$ cat config.mk
export PLATFORM = sky130hd
export DESIGN_NAME = fft_mem_sequencer_flat
export DESIGN_NICKNAME = d
export VERILOG_FILES = /design/src/rtl/fft_ctrl_pkg.sv /design/src/rtl/fft_mem_sequencer_if.sv /design/src/rtl/addr_delay_line.sv /design/src/rtl/fft_mem_sequencer.sv /design/src/flat_wrapper.sv
export SDC_FILE = /design/constraint.sdc
export NUM_CORES = 1
export LEC_CHECK = 0
export ABC_AREA = 1
export BUFFER_PORTS_ARGS = -buffer_cell sky130_fd_sc_hd__buf_2
export CORE_MARGIN = 2
export CORE_UTILIZATION = 59
export DETAILED_ROUTE_END_ITERATION = 8
export PLACE_DENSITY_LB_ADDON = 0.25
export SLEW_MARGIN = 20
export SYNTH_ARGS = -nofsm -noshare
export SYNTH_HDL_FRONTEND = slang
export SYNTH_HIERARCHICAL = 1
export SYNTH_SLANG_ARGS = --single-unit
$ cat constraint.sdc
create_clock -name clk -period 5.4 [get_ports clk]
set_clock_uncertainty 0.05 [all_clocks]
set_input_delay 0.81 -clock clk [delete_from_list [all_inputs] [get_ports clk]]
set_output_delay 0.81 -clock clk [all_outputs]
set_load 0.1 [all_outputs]
$ cat src/rtl/fft_ctrl_pkg.sv
// Shared types and helpers for the FFT RAM sequencer: FSM state encoding and bit reversal.
// Pure declarations: no clocked logic, no latency and no backpressure.
package fft_ctrl_pkg;

    localparam int MAX_ADDR_W = 16;
    localparam int MAX_IDX_W  = $clog2(MAX_ADDR_W);

    typedef enum logic [2:0] {
        IDLE,
        LOAD,
        COMPUTE,
        DRAIN,
        UNLOAD,
        DONE
    } seq_state_e;

    // Reverses the low w bits of v; bits at and above w come back as zero.
    function automatic logic [MAX_ADDR_W-1:0] bitrev(input logic [MAX_ADDR_W-1:0] v, input int w);
        logic [MAX_ADDR_W-1:0] r;
        r = '0;
        for (int i = 0; i < MAX_ADDR_W; i++) begin
            if (i < w) r[MAX_IDX_W'(w - 1 - i)] = v[MAX_IDX_W'(i)];
        end
        return r;
    endfunction

endpackage

$ cat src/rtl/fft_mem_sequencer_if.sv
// Sequencer-side bundle: sample load handshake, RAM read/write ports, twiddle/stage and unload handshake.
// master = sequencer (drives addresses and status); slave = source, RAM, butterfly and sink side.
interface fft_mem_sequencer_if #(
    parameter int ADDR_W  = 4,
    parameter int STAGE_W = 2
);
    logic              start;
    logic              busy;
    logic              done;
    logic              ld_valid;
    logic              ld_ready;
    logic [ADDR_W-1:0] rd_addr;
    logic              rd_valid;
    logic              rd_is_b;
    logic [ADDR_W-2:0] tw_idx;
    logic [STAGE_W-1:0] stage;
    logic [ADDR_W-1:0] wr_addr;
    logic              wr_en;
    logic              ram_sel;
    logic              out_valid;
    logic              out_ready;

    modport master (
        input  start, ld_valid, out_ready,
        output busy, done, ld_ready, rd_addr, rd_valid, rd_is_b, tw_idx,
               stage, wr_addr, wr_en, ram_sel, out_valid
    );

    modport slave (
        output start, ld_valid, out_ready,
        input  busy, done, ld_ready, rd_addr, rd_valid, rd_is_b, tw_idx,
               stage, wr_addr, wr_en, ram_sel, out_valid
    );
endinterface

$ cat src/rtl/addr_delay_line.sv
// Fixed-depth shift register matching read-address/valid to the butterfly pipeline; sync clear.
// Latency DEPTH cycles; no backpressure, shifts every cycle.
module addr_delay_line #(
    parameter int DEPTH = 3,
    parameter int WIDTH = 5
) (
    input  logic             clk,
    input  logic             rst,
    input  logic [WIDTH-1:0] d_i,
    output logic [WIDTH-1:0] q_o
);

    logic [WIDTH-1:0] sr_q [DEPTH];
    logic [WIDTH-1:0] sr_d [DEPTH];

    always_comb begin
        sr_d[0] = d_i;
        for (int i = 1; i < DEPTH; i++) sr_d[i] = sr_q[i-1];
    end

    always_ff @(posedge clk) begin
        if (rst) begin
            for (int i = 0; i < DEPTH; i++) sr_q[i] <= '0;
        end else begin
            for (int i = 0; i < DEPTH; i++) sr_q[i] <= sr_d[i];
        end
    end

    assign q_o = sr_q[DEPTH-1];

endmodule

$ cat src/rtl/fft_mem_sequencer.sv
// In-place radix-2 DIT FFT RAM sequencer: bit-reversed load, log2(N) stages, optional unload (FFT_SEQ_UNLOAD_EN).
// Stage = N reads + BFLY_LAT drain cycles; write-back trails reads by BFLY_LAT; only ld_valid/out_ready stall.
module fft_mem_sequencer
    import fft_ctrl_pkg::*;
#(
    parameter int N_POINTS = 16,
    parameter int BFLY_LAT = 3
) (
    input  logic clk,
    input  logic rst,
    fft_mem_sequencer_if.master bus
);

    localparam int ADDR_W  = $clog2(N_POINTS);
    localparam int STAGE_W = $clog2(ADDR_W);
    localparam int DR_W    = $clog2(BFLY_LAT + 1);
    localparam logic [ADDR_W-1:0]  CNT_LAST   = ADDR_W'(N_POINTS - 1);
    localparam logic [STAGE_W-1:0] STAGE_LAST = STAGE_W'(ADDR_W - 1);
    localparam logic [DR_W-1:0]    DRAIN_LAST = DR_W'(BFLY_LAT - 1);

    seq_state_e         state_q, state_d;
    logic [ADDR_W-1:0]  ld_cnt_q, ld_cnt_d;
    logic [ADDR_W-1:0]  rd_cnt_q, rd_cnt_d;
    logic [DR_W-1:0]    dr_cnt_q, dr_cnt_d;
    logic [STAGE_W-1:0] stage_q, stage_d;

    logic [ADDR_W-1:0]  k_w, span_w, mask_w, op_a_w, op_b_w, rd_addr_w, ld_addr_w;
    logic [ADDR_W-2:0]  tw_w;
    logic [STAGE_W:0]   stage_p1_w;
    logic               rd_valid_w;
    logic [ADDR_W:0]    dl_q;

`ifdef FFT_SEQ_UNLOAD_EN
    logic [ADDR_W-1:0]  out_cnt_q, out_cnt_d;
`else
    logic               unused_out_ready;
    assign unused_out_ready = bus.out_ready;
`endif

    always_ff @(posedge clk) begin
        if (rst) begin
            state_q  <= IDLE;
            ld_cnt_q <= '0;
            rd_cnt_q <= '0;
            dr_cnt_q <= '0;
            stage_q  <= '0;
`ifdef FFT_SEQ_UNLOAD_EN
            out_cnt_q <= '0;
`endif
        end else begin
            state_q  <= state_d;
            ld_cnt_q <= ld_cnt_d;
            rd_cnt_q <= rd_cnt_d;
            dr_cnt_q <= dr_cnt_d;
            stage_q  <= stage_d;
`ifdef FFT_SEQ_UNLOAD_EN
            out_cnt_q <= out_cnt_d;
`endif
        end
    end

    always_comb begin
        state_d  = state_q;
        ld_cnt_d = ld_cnt_q;
        rd_cnt_d = rd_cnt_q;
        dr_cnt_d = dr_cnt_q;
        stage_d  = stage_q;
`ifdef FFT_SEQ_UNLOAD_EN
        out_cnt_d = out_cnt_q;
`endif
        case (state_q)
            IDLE: begin
                if (bus.start) state_d = LOAD;
            end
            LOAD: begin
                if (bus.ld_valid) begin
                    if (ld_cnt_q == CNT_LAST) begin
                        ld_cnt_d = '0;
                        state_d  = COMPUTE;
                    end else begin
                        ld_cnt_d = ld_cnt_q + ADDR_W'(1);
                    end
                end
            end
            COMPUTE: begin
                if (rd_cnt_q == CNT_LAST) begin
                    rd_cnt_d = '0;
                    state_d  = DRAIN;
                end else begin
                    rd_cnt_d = rd_cnt_q + ADDR_W'(1);
                end
            end
            DRAIN: begin
                if (dr_cnt_q == DRAIN_LAST) begin
                    dr_cnt_d = '0;
                    if (stage_q == STAGE_LAST) begin
                        stage_d = '0;
`ifdef FFT_SEQ_UNLOAD_EN
                        state_d = UNLOAD;
`else
                        state_d = DONE;
`endif
                    end else begin
                        stage_d = stage_q + STAGE_W'(1);
                        state_d = COMPUTE;
                    end
                end else begin
                    dr_cnt_d = dr_cnt_q + DR_W'(1);
                end
            end
`ifdef FFT_SEQ_UNLOAD_EN
            UNLOAD: begin
                if (bus.out_ready) begin
                    if (out_cnt_q == CNT_LAST) begin
                        out_cnt_d = '0;
                        state_d   = DONE;
                    end else begin
                        out_cnt_d = out_cnt_q + ADDR_W'(1);
                    end
                end
            end
`endif
            DONE:    state_d = IDLE;
            default: state_d = IDLE;
        endcase
    end

    // Pair index k = rd_cnt/2; the low bit of rd_cnt selects the a or b leg.
    always_comb begin
        k_w        = {1'b0, rd_cnt_q[ADDR_W-1:1]};
        span_w     = ADDR_W'(1) << stage_q;
        mask_w     = span_w - ADDR_W'(1);
        stage_p1_w = {1'b0, stage_q} + (STAGE_W+1)'(1);
        op_a_w     = ((k_w >> stage_q) << stage_p1_w) | (k_w & mask_w);
        op_b_w     = op_a_w | span_w;
        tw_w       = (ADDR_W-1)'((k_w & mask_w) << (ADDR_W - 1 - int'(stage_q)));
    end

    always_comb begin
        rd_valid_w = (state_q == COMPUTE);
        rd_addr_w  = '0;
        if (rd_valid_w) begin
            rd_addr_w = rd_cnt_q[0] ? op_b_w : op_a_w;
        end
`ifdef FFT_SEQ_UNLOAD_EN
        else if (state_q == UNLOAD) begin
            rd_addr_w = out_cnt_q;
        end
`endif
    end

    assign ld_addr_w = ADDR_W'(bitrev(MAX_ADDR_W'(ld_cnt_q), ADDR_W));

    addr_delay_line #(
        .DEPTH (BFLY_LAT),
        .WIDTH (ADDR_W + 1)
    ) u_addr_dly (
        .clk (clk),
        .rst (rst),
        .d_i ({rd_addr_w, rd_valid_w}),
        .q_o (dl_q)
    );

    assign bus.busy     = (state_q != IDLE);
    assign bus.ram_sel  = (state_q != IDLE);
    assign bus.done     = (state_q == DONE);
    assign bus.ld_ready = (state_q == LOAD);
    assign bus.rd_addr  = rd_addr_w;
    assign bus.rd_valid = rd_valid_w;
    assign bus.rd_is_b  = rd_valid_w & rd_cnt_q[0];
    assign bus.tw_idx   = rd_valid_w ? tw_w : '0;
    assign bus.stage    = stage_q;
    // Loading owns the write port; otherwise it belongs to the delayed butterfly write-back.
    assign bus.wr_addr  = (state_q == LOAD) ? ld_addr_w : dl_q[ADDR_W:1];
    assign bus.wr_en    = (state_q == LOAD) ? bus.ld_valid : dl_q[0];
`ifdef FFT_SEQ_UNLOAD_EN
    assign bus.out_valid = (state_q == UNLOAD);
`else
    assign bus.out_valid = 1'b0;
`endif

endmodule
$ cat src/flat_wrapper.sv
// flat-port wrapper written by rule: the top's interface ports become plain ports
module fft_mem_sequencer_flat import fft_ctrl_pkg::*;
#(
    parameter int N_POINTS = 16,
    parameter int BFLY_LAT = 3
)
  (clk, rst, bus_start, bus_ld_valid, bus_out_ready, bus_busy, bus_done, bus_ld_ready, bus_rd_addr, bus_rd_valid, bus_rd_is_b, bus_tw_idx, bus_stage, bus_wr_addr, bus_wr_en, bus_ram_sel, bus_out_valid);
  fft_mem_sequencer_if bus_i ();
  input  logic clk;
  input  logic rst;
  input wire logic [$bits(bus_i.start)-1:0] bus_start;
  input wire logic [$bits(bus_i.ld_valid)-1:0] bus_ld_valid;
  input wire logic [$bits(bus_i.out_ready)-1:0] bus_out_ready;
  output wire logic [$bits(bus_i.busy)-1:0] bus_busy;
  output wire logic [$bits(bus_i.done)-1:0] bus_done;
  output wire logic [$bits(bus_i.ld_ready)-1:0] bus_ld_ready;
  output wire logic [$bits(bus_i.rd_addr)-1:0] bus_rd_addr;
  output wire logic [$bits(bus_i.rd_valid)-1:0] bus_rd_valid;
  output wire logic [$bits(bus_i.rd_is_b)-1:0] bus_rd_is_b;
  output wire logic [$bits(bus_i.tw_idx)-1:0] bus_tw_idx;
  output wire logic [$bits(bus_i.stage)-1:0] bus_stage;
  output wire logic [$bits(bus_i.wr_addr)-1:0] bus_wr_addr;
  output wire logic [$bits(bus_i.wr_en)-1:0] bus_wr_en;
  output wire logic [$bits(bus_i.ram_sel)-1:0] bus_ram_sel;
  output wire logic [$bits(bus_i.out_valid)-1:0] bus_out_valid;
  assign bus_i.start = bus_start;
  assign bus_i.ld_valid = bus_ld_valid;
  assign bus_i.out_ready = bus_out_ready;
  assign bus_busy = bus_i.busy;
  assign bus_done = bus_i.done;
  assign bus_ld_ready = bus_i.ld_ready;
  assign bus_rd_addr = bus_i.rd_addr;
  assign bus_rd_valid = bus_i.rd_valid;
  assign bus_rd_is_b = bus_i.rd_is_b;
  assign bus_tw_idx = bus_i.tw_idx;
  assign bus_stage = bus_i.stage;
  assign bus_wr_addr = bus_i.wr_addr;
  assign bus_wr_en = bus_i.wr_en;
  assign bus_ram_sel = bus_i.ram_sel;
  assign bus_out_valid = bus_i.out_valid;
  fft_mem_sequencer #(.N_POINTS(N_POINTS), .BFLY_LAT(BFLY_LAT)) u_core (.clk(clk), .rst(rst), .bus(bus_i));
endmodule
==> metrics.md, run 1 <==
| Metric | Value |
|---|---|
| Count of pins over their slew limit | 0 |
| Worst skew pair latency | 0.32 ns |
| Worst Path Required | 4.54 ns |
| Crit Path Category | reg2out |
| Mean Syn Cell Area | 7.17 µm² |
| DRC Markers | 0 |
| Antenna Cells | 0 |
| Reg clk slew, reported paths | 0.10 ns |
| Comb pwr share | between 40% and 50% |
| Hold_buf cts | 0 |
| Final WL | 2.78 mm |
| Leak Pwr | 0.760 nW |
| Slowest-stage cell, CP | dfxtp_1 |
| First-pass GRT wire length | 4.71 mm |
| Fin Setup TNS | 0 ns |
| Top Ports | 26 |
| Starting density of the core | 61.9% |
| Switch share | 52.2% |
| Gr usage total | 22.3% |
| Synth warn | 6 |
| Max-cap violations | 0 |
| Post-CTS Setup Repair Bufs | 0 |
| Pint | 0.000378 W |
| Final antenna-violating net count | 0 |
| Peak VDD IR | 0.702 mV |
| Critical path arrival | 2.49 ns |
| Initial antenna violation count | 0 |
| Total CTS buffers | 5 |
| Die ar. | ~3000 µm² |
| Outcome | finished, final reports clean |
| Most used DFF post-synth | dfxtp_1 |
| Vias | ~1,400 |
| Final Hold Vio Count | 0 |
| Number of synthesized flops with an enable pin | 0 |
| R2r setup slk | 3.45 ns |
| Final setup vio count | 0 |
| Fin nets | 250 |
| Synth Cell Area | 1520 µm² |
| Flop pwr share | 34.0% |
| Critical path startpoint category | flop |
| Drt via density | 5.09 |
| H-tree depth | 2 |
| Root Driver | clkbuf_4 |
| Cells after synthesis | roughly 210 |
| Switching pwr | 0.000414 W |
| Cell variety after synth | 26 |
| Drt first pass iters | 4 |
| CP peak stage delay | 0.52 ns |
| Layout cells sized above 1 | 18.8% |
| DPL Wire Length | 2.03 mm |
| RSZ-0062 raised after global routing | no |
| Tmin final | 3.35 ns |
| CTS Sinks | 30 |
| Dpl ws | 2.45 ns |
| Crit Path Max Fanout | 10 |
| Clk pwr share | 17.7% |
| Worst setup margin | 2.05 ns |
| Core box area | around 2500 µm² |
| PwrDens | 465 nW/µm² |
| Largest net degree at the start of global routing | 23 |
| #FFs+latches synth | 30 |
| DRT iter0 DRCs | 29 |
| Worst Hold Class | reg2reg |
| Cell row count | 18 |
| IO buf count | 23 |
| Largest buffer count on any clock path | 2 |
| Post-Syn Nets | 224 |
| Vias in the first global route | around 1,100 |
| GRT overflow | 0 |
| CTS tree | built |
| Die X-Extent | 54.8 µm |
| Die H | 54.8 µm |
| CTS-repair resized insts | 0 |
| Gpl congestion | 0.928 |
| Worst path cell trace | inv_1 > ha_1 > nor2_1 > nand3_1 > o21ai_0 > a31oi_1 > nor2_1 > buf_2 |
| CP dominant cell by count | nor2_1 |
| Post-synthesis sequential area ratio | 39.5% |
| Area Growth Syn to Fin | 12.0% |
| Max Clk Rate | 298 MHz |
| Worst Setup End Kind | output pin |
| Synth async-reset ratio | 0% |
| Mean routed wirelength per cell | 10.3 µm |
| Period utilization | 62.1% |
placed cells by master (no fill, tap or decap), types with 3 or more instances in the layout:
master | synthesis | routed
inv_1 | 39 | 39
nor2_1 | 32 | 32
nand2_1 | 31 | 31
dfxtp_1 | 30 | 30
buf_2 | 0 | 23
nand3_1 | 13 | 13
a21oi_1 | 12 | 12
o21ai_0 | 11 | 11
ha_1 | 7 | 7
nor3_1 | 6 | 6
clkbuf_4 | 0 | 5
inv_2 | 4 | 4
a211oi_1 | 4 | 4
nand4_1 | 3 | 3
synth_stat cells, types with 2 or more instances:
library cell / instances / area [µm²]
a211oi_1: 4 / 30.0
nor2_2: 2 / 12.5
o21ai_0: 11 / 55.1
buf_4: 3 / 22.5
inv_2: 4 / 15.0
nor2_4: 2 / 22.5
a21oi_1: 12 / 60.1
nand3_2: 2 / 20.0
nand2_1: 31 / 116
nand4_1: 3 / 18.8
ha_1: 7 / 87.6
nor2_1: 32 / 120
inv_1: 39 / 146
nor3_1: 6 / 30.0
nand3_1: 13 / 65.1
dfxtp_1: 30 / 601
a31oi_1: 2 / 12.5
power by group through the flow:
| stage | registers, W | logic (W) | clock network, W |
|---|---|---|---|
| final | 0.000269 | 0.000382 | 0.000141 |
| after global routing | 0.000274 | 0.000410 | 0.000155 |
| after CTS | 0.000269 | 0.000383 | 0.000145 |
| after detailed placement | 0.000274 | 0.000383 | 0 |
| after global placement | 0.000273 | 0.000377 | 0 |
| after floorplan | 0.000271 | 0.000340 | 0 |
per-layer routing:
| metal | vias to the layer above | track usage [%] | routed length, µm |
|---|---|---|---|
| li1 | 724 | - | - |
| met1 | 591 | 29.2 | 1360 |
| met2 | 46 | 34.9 | 1180 |
| met3 | 8 | 6.56 | 189 |
| met4 | 0 | 7.50 | 50 |
| met5 | - | 0 | 0 |
worst max-delay path, delay by kind of cell (launching register included):
kind                     cells  cell delay, ns
flip-flops                   1            0.52
AND/OR/NAND/NOR              3            0.48
buffers and inverters        2            0.65
AO/OA/AOI/OAI                2            0.14
adder cells (fa/ha/maj)      1            0.38
kinds of logic after synthesis:
kind of cell	count (synthesis)	share of synthesized area, %
AND/OR/NAND/NOR	93	28.2
adder cells (fa/ha/maj)	7	5.76
other	1	0.247
XOR/XNOR	1	0.576
buffers and inverters	47	12.8
AO/OA/AOI/OAI	33	12.8
flip-flops	30	39.5
path summary, 6_finish.rpt:
| kind | from | end | cells after the start |
|---|---|---|---|
| max reg2reg | u_core/bus.stage[0]$_SDFFE_PP0P_ | u_core/u_addr_dly/sr_q[0][4]$_SDFF_PP0_ | 9 |
| max | u_core/bus.stage[0]$_SDFFE_PP0P_ | bus_rd_addr[3] | 8 |
| min | u_core/u_addr_dly/sr_q[0][1]$_SDFF_PP0_ | u_core/u_addr_dly/sr_q[0][6]$_SDFF_PP0_ | 2 |
| min reg2reg | u_core/u_addr_dly/sr_q[0][1]$_SDFF_PP0_ | u_core/u_addr_dly/sr_q[0][6]$_SDFF_PP0_ | 2 |
layout make-up:
class	count	area (µm²)
flip-flops and latches	30	601
clock inverters	2	12.5
well taps	30	37.5
fillers	225	752
clock buffers	6	51.3
repair buffers	23	115
inverters	43	161
multi-input cells	135	724
registers in the layout (all words and copies together), names as in the netlist:
signal	cells
u_core/rd_cnt_q	4
u_core/state_q	3
u_core/dr_cnt_q	2
u_core/ld_cnt_q	4
u_core/u_addr_dly/sr_q	15
u_core/bus.stage	2
stage by stage:
step	util (%)	cell area (µm²)	power, W	hold slack (ns)	instances
floorplan	-	1520	0.000611	0.338	212
global placement	66.8	1640	0.000651	0.339	261
detailed placement	66.8	1640	0.000657	0.342	261
CTS	69.4	1700	0.000797	0.353	269
global route	69.4	1700	0.000839	0.367	269
finish	69.4	1700	0.000792	0.350	269
(Power assumes the default switching activity.)
==> run 2, diff against run 1 <==
--- a/config.mk
+++ b/config.mk
@@ -5,10 +5,10 @@
 export SDC_FILE = /design/constraint.sdc
 export NUM_CORES = 1
 export LEC_CHECK = 0
-export ABC_AREA = 1
+export ABC_AREA = 0
 export BUFFER_PORTS_ARGS = -buffer_cell sky130_fd_sc_hd__buf_2
 export CORE_MARGIN = 2
-export CORE_UTILIZATION = 59
+export CORE_UTILIZATION = 50
 export DETAILED_ROUTE_END_ITERATION = 8
 export PLACE_DENSITY_LB_ADDON = 0.25
 export SLEW_MARGIN = 20
==> constraint.sdc (replaced) <==
create_clock -name clk -period 2.97 [get_ports clk]
set_clock_uncertainty 0.05 [all_clocks]
set_input_delay 0.4455 -clock clk [delete_from_list [all_inputs] [get_ports clk]]
set_output_delay 0.4455 -clock clk [all_outputs]
set_load 0.1 [all_outputs]
==> metrics.md, run 2 <==
| Metric | Value |
|---|---|
| Outcome | finished, final reports clean |
| Post-synth top cells | 30 x dfxtp_1, 18 x nand2_1, 15 x nor2_1, 13 x a21oi_1, 8 x nand3_1 |
| Largest reg by FF count | u_core/u_addr_dly/sr_q |
| Mean routed wirelength per cell | 13.5 µm (+30%) |
| Vias | 1,287 (-6.0%) |
| Most used DFF post-synth | dfxtp_1 |
| Worst Path Required | 2.47 ns (-2.07 ns) |
| GRT overflow | 0 (unchanged) |
| Worst Hold Class | in2reg |
| PwrDens | 513 nW/µm² (+10%) |
| Starting density of the core | 51.7% (-10 points) |
| Worst setup margin | 0.158 ns (-1.89 ns) |
| Synth async-reset ratio | 0% (unchanged) |
| Most common cell in the netlist | dfxtp_1 |
| CTS tree | built |
| Top cell type's share of synthesized area | 38.7% (-0.80 points) |
| Worst Setup End Kind | output pin |
| Final antenna-violating net count | 0 (unchanged) |
| Reg clk slew, reported paths | 0.09 ns (about the same) |
| Period utilization | 94.7% |
| Crit Path Max Fanout | 10 (unchanged) |
| Total CTS buffers | 5 (unchanged) |
| Die X-Extent | 59.7 µm (+9.0%) |
| Fin nets | 205 (-18%) |
| Reg2reg end | u_core/u_addr_dly/sr_q[0][3]$_SDFF_PP0_ |
| Peak VDD IR | 0.199 mV (-72%) |
| Largest net degree at the start of global routing | 31 (+35%) |
| Dpl ws | 0.442 ns (-2.01 ns) |
| Largest buffer count on any clock path | 2 (unchanged) |
| Post-CTS Setup Repair Bufs | 0 (unchanged) |
| CTS Sinks | 30 (unchanged) |
| Crit-path leading delay family | simple AND/OR/NAND/NOR gates |
| Slowest-stage cell, CP | or3b_2 |
| Critical path startpoint category | flop |
| Antenna Cells | 0 (unchanged) |
| DRT iter0 DRCs | 43 (+48%) |
| IO buf count | 23 (unchanged) |
| Slew HR | between 60 and 70% |
| Final Hold Vio Count | 0 (unchanged) |
| Synth top area cells | dfxtp_1 39%, ha_1 5.6%, nand2_1 4.4% |
| Mean Syn Cell Area | 8.92 µm² (+24%) |
| Synth warn | 6 (unchanged) |
| Drt first pass iters | 4 (unchanged) |
| Most frequent cells in the layout | 28 x dfxtp_1, 21 x buf_2, 18 x nand2_1 |
| Gpl congestion | 0.805 (-13%) |
| Vias in the first global route | 1,206 (+7.8%) |
| Tmin final | 2.81 ns |
| Worst skew pair latency | 0.32 ns (about the same) |
| Hold_sp | bus_ld_valid |
| Leading area contributor after synthesis | dfxtp_1 |
| Synth Cell Area | 1550 µm² (+2.1%) |
| DPL Wire Length | 2.16 mm (+6.4%) |
| RSZ-0062 raised after global routing | no |
| Layout cells sized above 1 | 32.1% (+13 points) |
| CTS-repair resized insts | 0 (unchanged) |
| Crit Path Category | reg2out |
| Final setup vio count | 0 (unchanged) |
| Top flop regs | u_core/u_addr_dly/sr_q (15), u_core/ld_cnt_q (4), u_core/rd_cnt_q (4) |
| Drt via density | 5.69 (+12%) |
| Final WL | 3.04 mm (+9.4%) |
| Crit path buf inv count | 2 (unchanged) |
| Area Growth Syn to Fin | 12.2% |
| DRC Markers | 0 (unchanged) |
| Max reg flops | 15 (unchanged) |
| Worst path cell trace | or3b_2 > inv_8 > nand2_1 > nor2_2 > buf_2 |
| Root Driver | clkbuf_4 |
| Cells after synthesis | 174 (-18%) |
| Cell row count | 20 (+2) |
| Die ar. | 3560 µm² (+19%) |
| Top Ports | 26 (unchanged) |
| R2r setup slk | 1.05 ns (-2.40 ns) |
| Cell variety after synth | 44 (+69%) |
| Post-synthesis sequential area ratio | 38.7% (-0.80 points) |
| CP peak stage delay | 0.68 ns (+0.16 ns) |
| Initial antenna violation count | 0 (unchanged) |
| Number of synthesized flops with an enable pin | 0 (unchanged) |
| Hold_buf cts | 0 (unchanged) |
| Core box area | 3000 µm² (+22%) |
| Max Clk Rate | 356 MHz |
| Gr usage total | 19.5% (-2.8 points) |
| Min-Delay Path Depth | 3 (+1) |
| Register-to-Register Path Depth | 6 (-3) |
| Count of pins over their slew limit | 0 (unchanged) |
| Worst-margin pin slew | 0.571 ns |
| Die H | 59.7 µm (+9.0%) |
| H-tree depth | 2 (unchanged) |
| Post-Syn Nets | 186 (-17%) |
| Critical path arrival | 2.32 ns (-0.17 ns) |
| Max-cap violations | 0 (unchanged) |
| Leak Pwr | 0.665 nW (-13%) |
| #FFs+latches synth | 30 (unchanged) |
| Worst Hold Endpoint | u_core/ld_cnt_q[1]$_SDFFE_PP0P_ |
| First-pass GRT wire length | 5.18 mm (+9.8%) |
| Commonest non-fill, non-tap cell in the layout | dfxtp_1 |
| Fin Setup TNS | 0 ns (unchanged) |
| Worst R2R Start | u_core/bus.stage[0]$_SDFFE_PP0P_ |
## run 2: worst register-to-register path, delay by kind of cell, from the launching register on
kind / cells / cell delay [ns]
xor+xnor: 1 / 0.16
compound gates: 1 / 0.41
simple gates: 2 / 0.24
flops: 1 / 0.44
buf+inv: 1 / 0.09
fa+ha+maj: 1 / 0.41
## run 2: cells by family (layout without fill, tap and decap cells)
family	count (synthesis)	in the layout	share of synthesized area [%]
compound gates	32	32	13.4
xor+xnor	4	4	2.26
fa+ha+maj	7	7	5.64
buf+inv	18	37	7.26
flops	30	30	38.7
mux	7	7	4.84
other cells	1	1	0.242
simple gates	75	75	27.7
## run 2: routing by layer
layer  global-route usage (%)  routed length (µm)  up-vias
met3                     7.14                 135        5
met4                     7.62                  55        0
li1                         -                   -      638
met5                        0                   0        -
met2                     32.8                1500       37
met1                     22.5                1350      607
## run 2: report_power, final
| part | switching [W] | internal [W] | total [W] |
|---|---|---|---|
| sequential | 0.0000162 | 0.000408 | 0.000425 |
| combinational | 0.000201 | 0.0000521 | 0.000253 |
| clock | 0.000130 | 0.0000849 | 0.000215 |
| total | 0.000348 | 0.000545 | 0.000893 |
## run 2: worst max-delay path by stage
| stage | cells past startpoint | slack, ns | startpoint | endpoint |
|---|---|---|---|---|
| 6_report | 5 | 0.16 | u_core/state_q[1]$_SDFFE_PP0P_ | bus_tw_idx[1] |
| 5_1_grt | 5 | 0.02 | u_core/state_q[1]$_SDFFE_PP0P_ | bus_tw_idx[1] |
| 4_1_cts | 5 | 0.05 | u_core/state_q[1]$_SDFFE_PP0P_ | bus_tw_idx[0] |
| 3_5_place_dp | 5 | 0.44 | u_core/state_q[1]$_SDFFE_PP0P_ | bus_tw_idx[0] |
| 3_3_place_gp | 5 | 0.46 | u_core/state_q[1]$_SDFFE_PP0P_ | bus_tw_idx[0] |
| 2_1_floorplan | 8 | 0.0007 | u_core/bus.stage[0]$_SDFFE_PP0P_ | bus_rd_addr[3] |
## run 2: layout make-up
class	instances	area, µm²
clock inverter	2	10.0
tap	33	41.3
multi-input combinational	126	890
sequential	30	608
inverter	7	33.8
clock buffer	5	37.5
fill	273	1260
timing repair buffer	23	120
## run 2: metrics by stage
| step | total power (W) | area [µm²] | hold WS, ns | instances | utilization, % |
|---|---|---|---|---|---|
| 6_report | 0.000893 | 1740 | 0.373 | 226 | 58.0 |
| 5_1_grt | 0.000941 | 1740 | 0.351 | 226 | 58.0 |
| 4_1_cts | 0.000904 | 1740 | 0.356 | 226 | 57.8 |
| 3_5_place_dp | 0.000688 | 1690 | 0.372 | 219 | 56.2 |
| 3_3_place_gp | 0.000683 | 1690 | 0.364 | 219 | 56.2 |
| 2_1_floorplan | 0.000672 | 1630 | 0.361 | 174 | - |
==> run 3, diff against run 2 <==
--- a/config.mk
+++ b/config.mk
@@ -11,6 +11,7 @@
 export CORE_UTILIZATION = 50
 export DETAILED_ROUTE_END_ITERATION = 8
 export PLACE_DENSITY_LB_ADDON = 0.25
+export RECOVER_POWER = 50
 export SLEW_MARGIN = 20
 export SYNTH_ARGS = -nofsm -noshare
 export SYNTH_HDL_FRONTEND = slang
==> metrics.md, run 3 (synthesis gave the netlist of run 2 again) <==
| Metric | Value |
|---|---|
| Total chip power | 0.000892 W (-0.13%) |
| Worst Hold Endpoint | u_core/ld_cnt_q[1]$_SDFFE_PP0P_ |
| Most frequent cells in the layout | 28 x dfxtp_1, 18 x buf_2, 18 x nand2_1 |
| Fin Setup TNS | 0 ns (unchanged) |
| Tmin final | 2.81 ns (-0.00614 ns) |
| Reg clk slew, reported paths | 0.09 ns (about the same) |
| Final Hold Vio Count | 0 (unchanged) |
| Top Ports | 26 (unchanged) |
| Hold_buf cts | 0 (unchanged) |
| Drt via density | 5.69 (unchanged) |
| RSZ-0062 raised after global routing | no |
| Slowest-stage cell, CP | or3b_2 |
| DPL Wire Length | 2.16 mm (unchanged) |
| Hold_sp | bus_ld_valid |
| Final antenna-violating net count | 0 (unchanged) |
| Final Non-Filler Cells | 226 (unchanged) |
| Period utilization | 94.5% (-0.21 points) |
| Total CTS buffers | 5 (unchanged) |
| Switch share | 38.9% (-0.059 points) |
| DRT iter0 DRCs | 57 (+33%) |
| Count of pins over their slew limit | 0 (unchanged) |
| Peak VDD IR | 0.195 mV (-2.0%) |
| Fin nets | 205 (unchanged) |
| Worst Hold Class | in2reg |
| Cell row count | 20 (unchanged) |
| Gr usage total | 19.5% (unchanged) |
| Min-Delay Path Depth | 3 (unchanged) |
| PwrDens | 515 nW/µm² (+0.45%) |
| CP peak stage delay | 0.67 ns (about the same) |
| Worst-margin pin slew | 1.37 ns (+0.801 ns) |
| Die ar. | 3560 µm² (unchanged) |
| Worst skew pair latency | 0.32 ns (about the same) |
| Slew HR | 8.55% (-53 points) |
| Register-to-Register Path Depth | 6 (unchanged) |
| CTS tree | built |
| Pint | 0.000545 W (about the same) |
| Critical path arrival | 2.31 ns (about the same) |
| Largest net degree at the start of global routing | 31 (unchanged) |
| Largest reg by FF count | u_core/u_addr_dly/sr_q |
| Final setup vio count | 0 (unchanged) |
| Max reg flops | 15 (unchanged) |
| Commonest non-fill, non-tap cell in the layout | dfxtp_1 |
| Worst Path Required | 2.47 ns (about the same) |
| DRC Markers | 0 (unchanged) |
| Leak Pwr | 0.653 nW (-1.7%) |
| Largest buffer count on any clock path | 2 (unchanged) |
| Gpl congestion | 0.805 (unchanged) |
| Max-cap violations | 0 (unchanged) |
| Crit Path Category | reg2out |
| Starting density of the core | 51.7% (unchanged) |
| Crit Path Max Fanout | 10 (unchanged) |
| Placed cells | 219 (unchanged) |
| Initial antenna violation count | 0 (unchanged) |
| IO buf count | 23 (unchanged) |
| Comb pwr share | 28.4% (about the same) |
| Clk pwr share | 24.0% (about the same) |
| Die H | 59.7 µm (unchanged) |
| Worst path cell trace | or3b_2 > inv_8 > nand2_1 > nor2_2 > buf_2 |
| First-pass GRT wire length | 5.18 mm (unchanged) |
| Core Util, Final | 57.6% (-0.33 points) |
| Switching pwr | 0.000347 W (-0.28%) |
| H-tree depth | 2 (unchanged) |
| Flop pwr share | 47.6% (about the same) |
| Critical path startpoint category | flop |
| Area Growth Syn to Fin | 11.5% |
| Mean routed wirelength per cell | 13.5 µm (+0.66%) |
| Max Clk Rate | 356 MHz (+0.22%) |
| Drt first pass iters | 4 (unchanged) |
| Final WL | 3.06 mm (+0.66%) |
| Worst Setup End Kind | output pin |
| CTS Sinks | 30 (unchanged) |
| GRT overflow | 0 (unchanged) |
| Vias | 1,287 (unchanged) |
| Antenna Cells | 0 (unchanged) |
| Outcome | finished, final reports clean |
| R2r setup slk | 1.00 ns (-0.05 ns) |
| Worst R2R Start | u_core/bus.stage[0]$_SDFFE_PP0P_ |
| Die X-Extent | 59.7 µm (unchanged) |
| Core box area | 3000 µm² (unchanged) |
| Vias in the first global route | 1,206 (unchanged) |
| Fill cells | 276 (+1.1%) |
| Layout cells sized above 1 | 30.1% (-2.1 points) |
| Top flop regs | u_core/u_addr_dly/sr_q (15), u_core/ld_cnt_q (4), u_core/rd_cnt_q (4) |
| Reg2reg end | u_core/u_addr_dly/sr_q[0][3]$_SDFF_PP0_ |
| Root Driver | clkbuf_4 |
run 3: repair_timing:
action / in CTS / in global routing
setup buffers: 0 / 0
hold endpoints to repair: 0 / 0
endpoints found under the setup margin: 0 / 3
gates resized for setup: 0 / 3
run 3: power groups by stage:
stage	logic (W)	registers, W	clock network, W
final	0.000253	0.000424	0.000214
after global routing	0.000264	0.000426	0.000250
after floorplan	0.000249	0.000422	0
after global placement	0.000251	0.000432	0
after detailed placement	0.000254	0.000434	0
after CTS	0.000254	0.000424	0.000225
run 3: final cells by class:
| type | count | area [µm²] | share of cell area, % |
|---|---|---|---|
| clock buffers | 5 | 37.5 | 2.17 |
| well taps | 33 | 41.3 | 2.39 |
| inverters | 7 | 33.8 | 1.95 |
| multi-input cells | 126 | 883 | 51.0 |
| flip-flops and latches | 30 | 608 | 35.1 |
| repair buffers | 23 | 116 | 6.72 |
| clock inverters | 2 | 10.0 | 0.578 |
run 3: worst max path at each step:
| stage | start | endpoint | slack, ns |
|---|---|---|---|
| floorplan | u_core/bus.stage[0]$_SDFFE_PP0P_ | bus_rd_addr[3] | 0.0007 |
| global placement | u_core/state_q[1]$_SDFFE_PP0P_ | bus_tw_idx[0] | 0.46 |
| detailed placement | u_core/state_q[1]$_SDFFE_PP0P_ | bus_tw_idx[0] | 0.44 |
| CTS | u_core/state_q[1]$_SDFFE_PP0P_ | bus_tw_idx[0] | 0.05 |
| global route | u_core/state_q[1]$_SDFFE_PP0P_ | bus_tw_idx[1] | 0.03 |
| finish | u_core/state_q[1]$_SDFFE_PP0P_ | bus_tw_idx[1] | 0.16 |
run 3: per-stage QoR:
step | setup WS [ns] | hold WS, ns | area [µm²]
floorplan | 0.000740 | 0.361 | 1630
global placement | 0.462 | 0.364 | 1690
detailed placement | 0.442 | 0.372 | 1690
CTS | 0.0533 | 0.356 | 1740
global route | 0.0300 | 0.351 | 1730
finish | 0.164 | 0.374 | 1730
run 3: layer usage:
metal	share of wire [%]	vias to the layer above	GRT usage (%)
met5	0	-	0
met1	45	614	22.5
met3	4.0	5	7.14
met4	1.8	0	7.62
met2	49	31	32.8
li1	-	637	-
run 3: critical path: cells and delay by family (launching register included):
kind,cells,cell delay (ns)
buf+inv,2,0.56
simple gates,3,0.88
flops,1,0.54
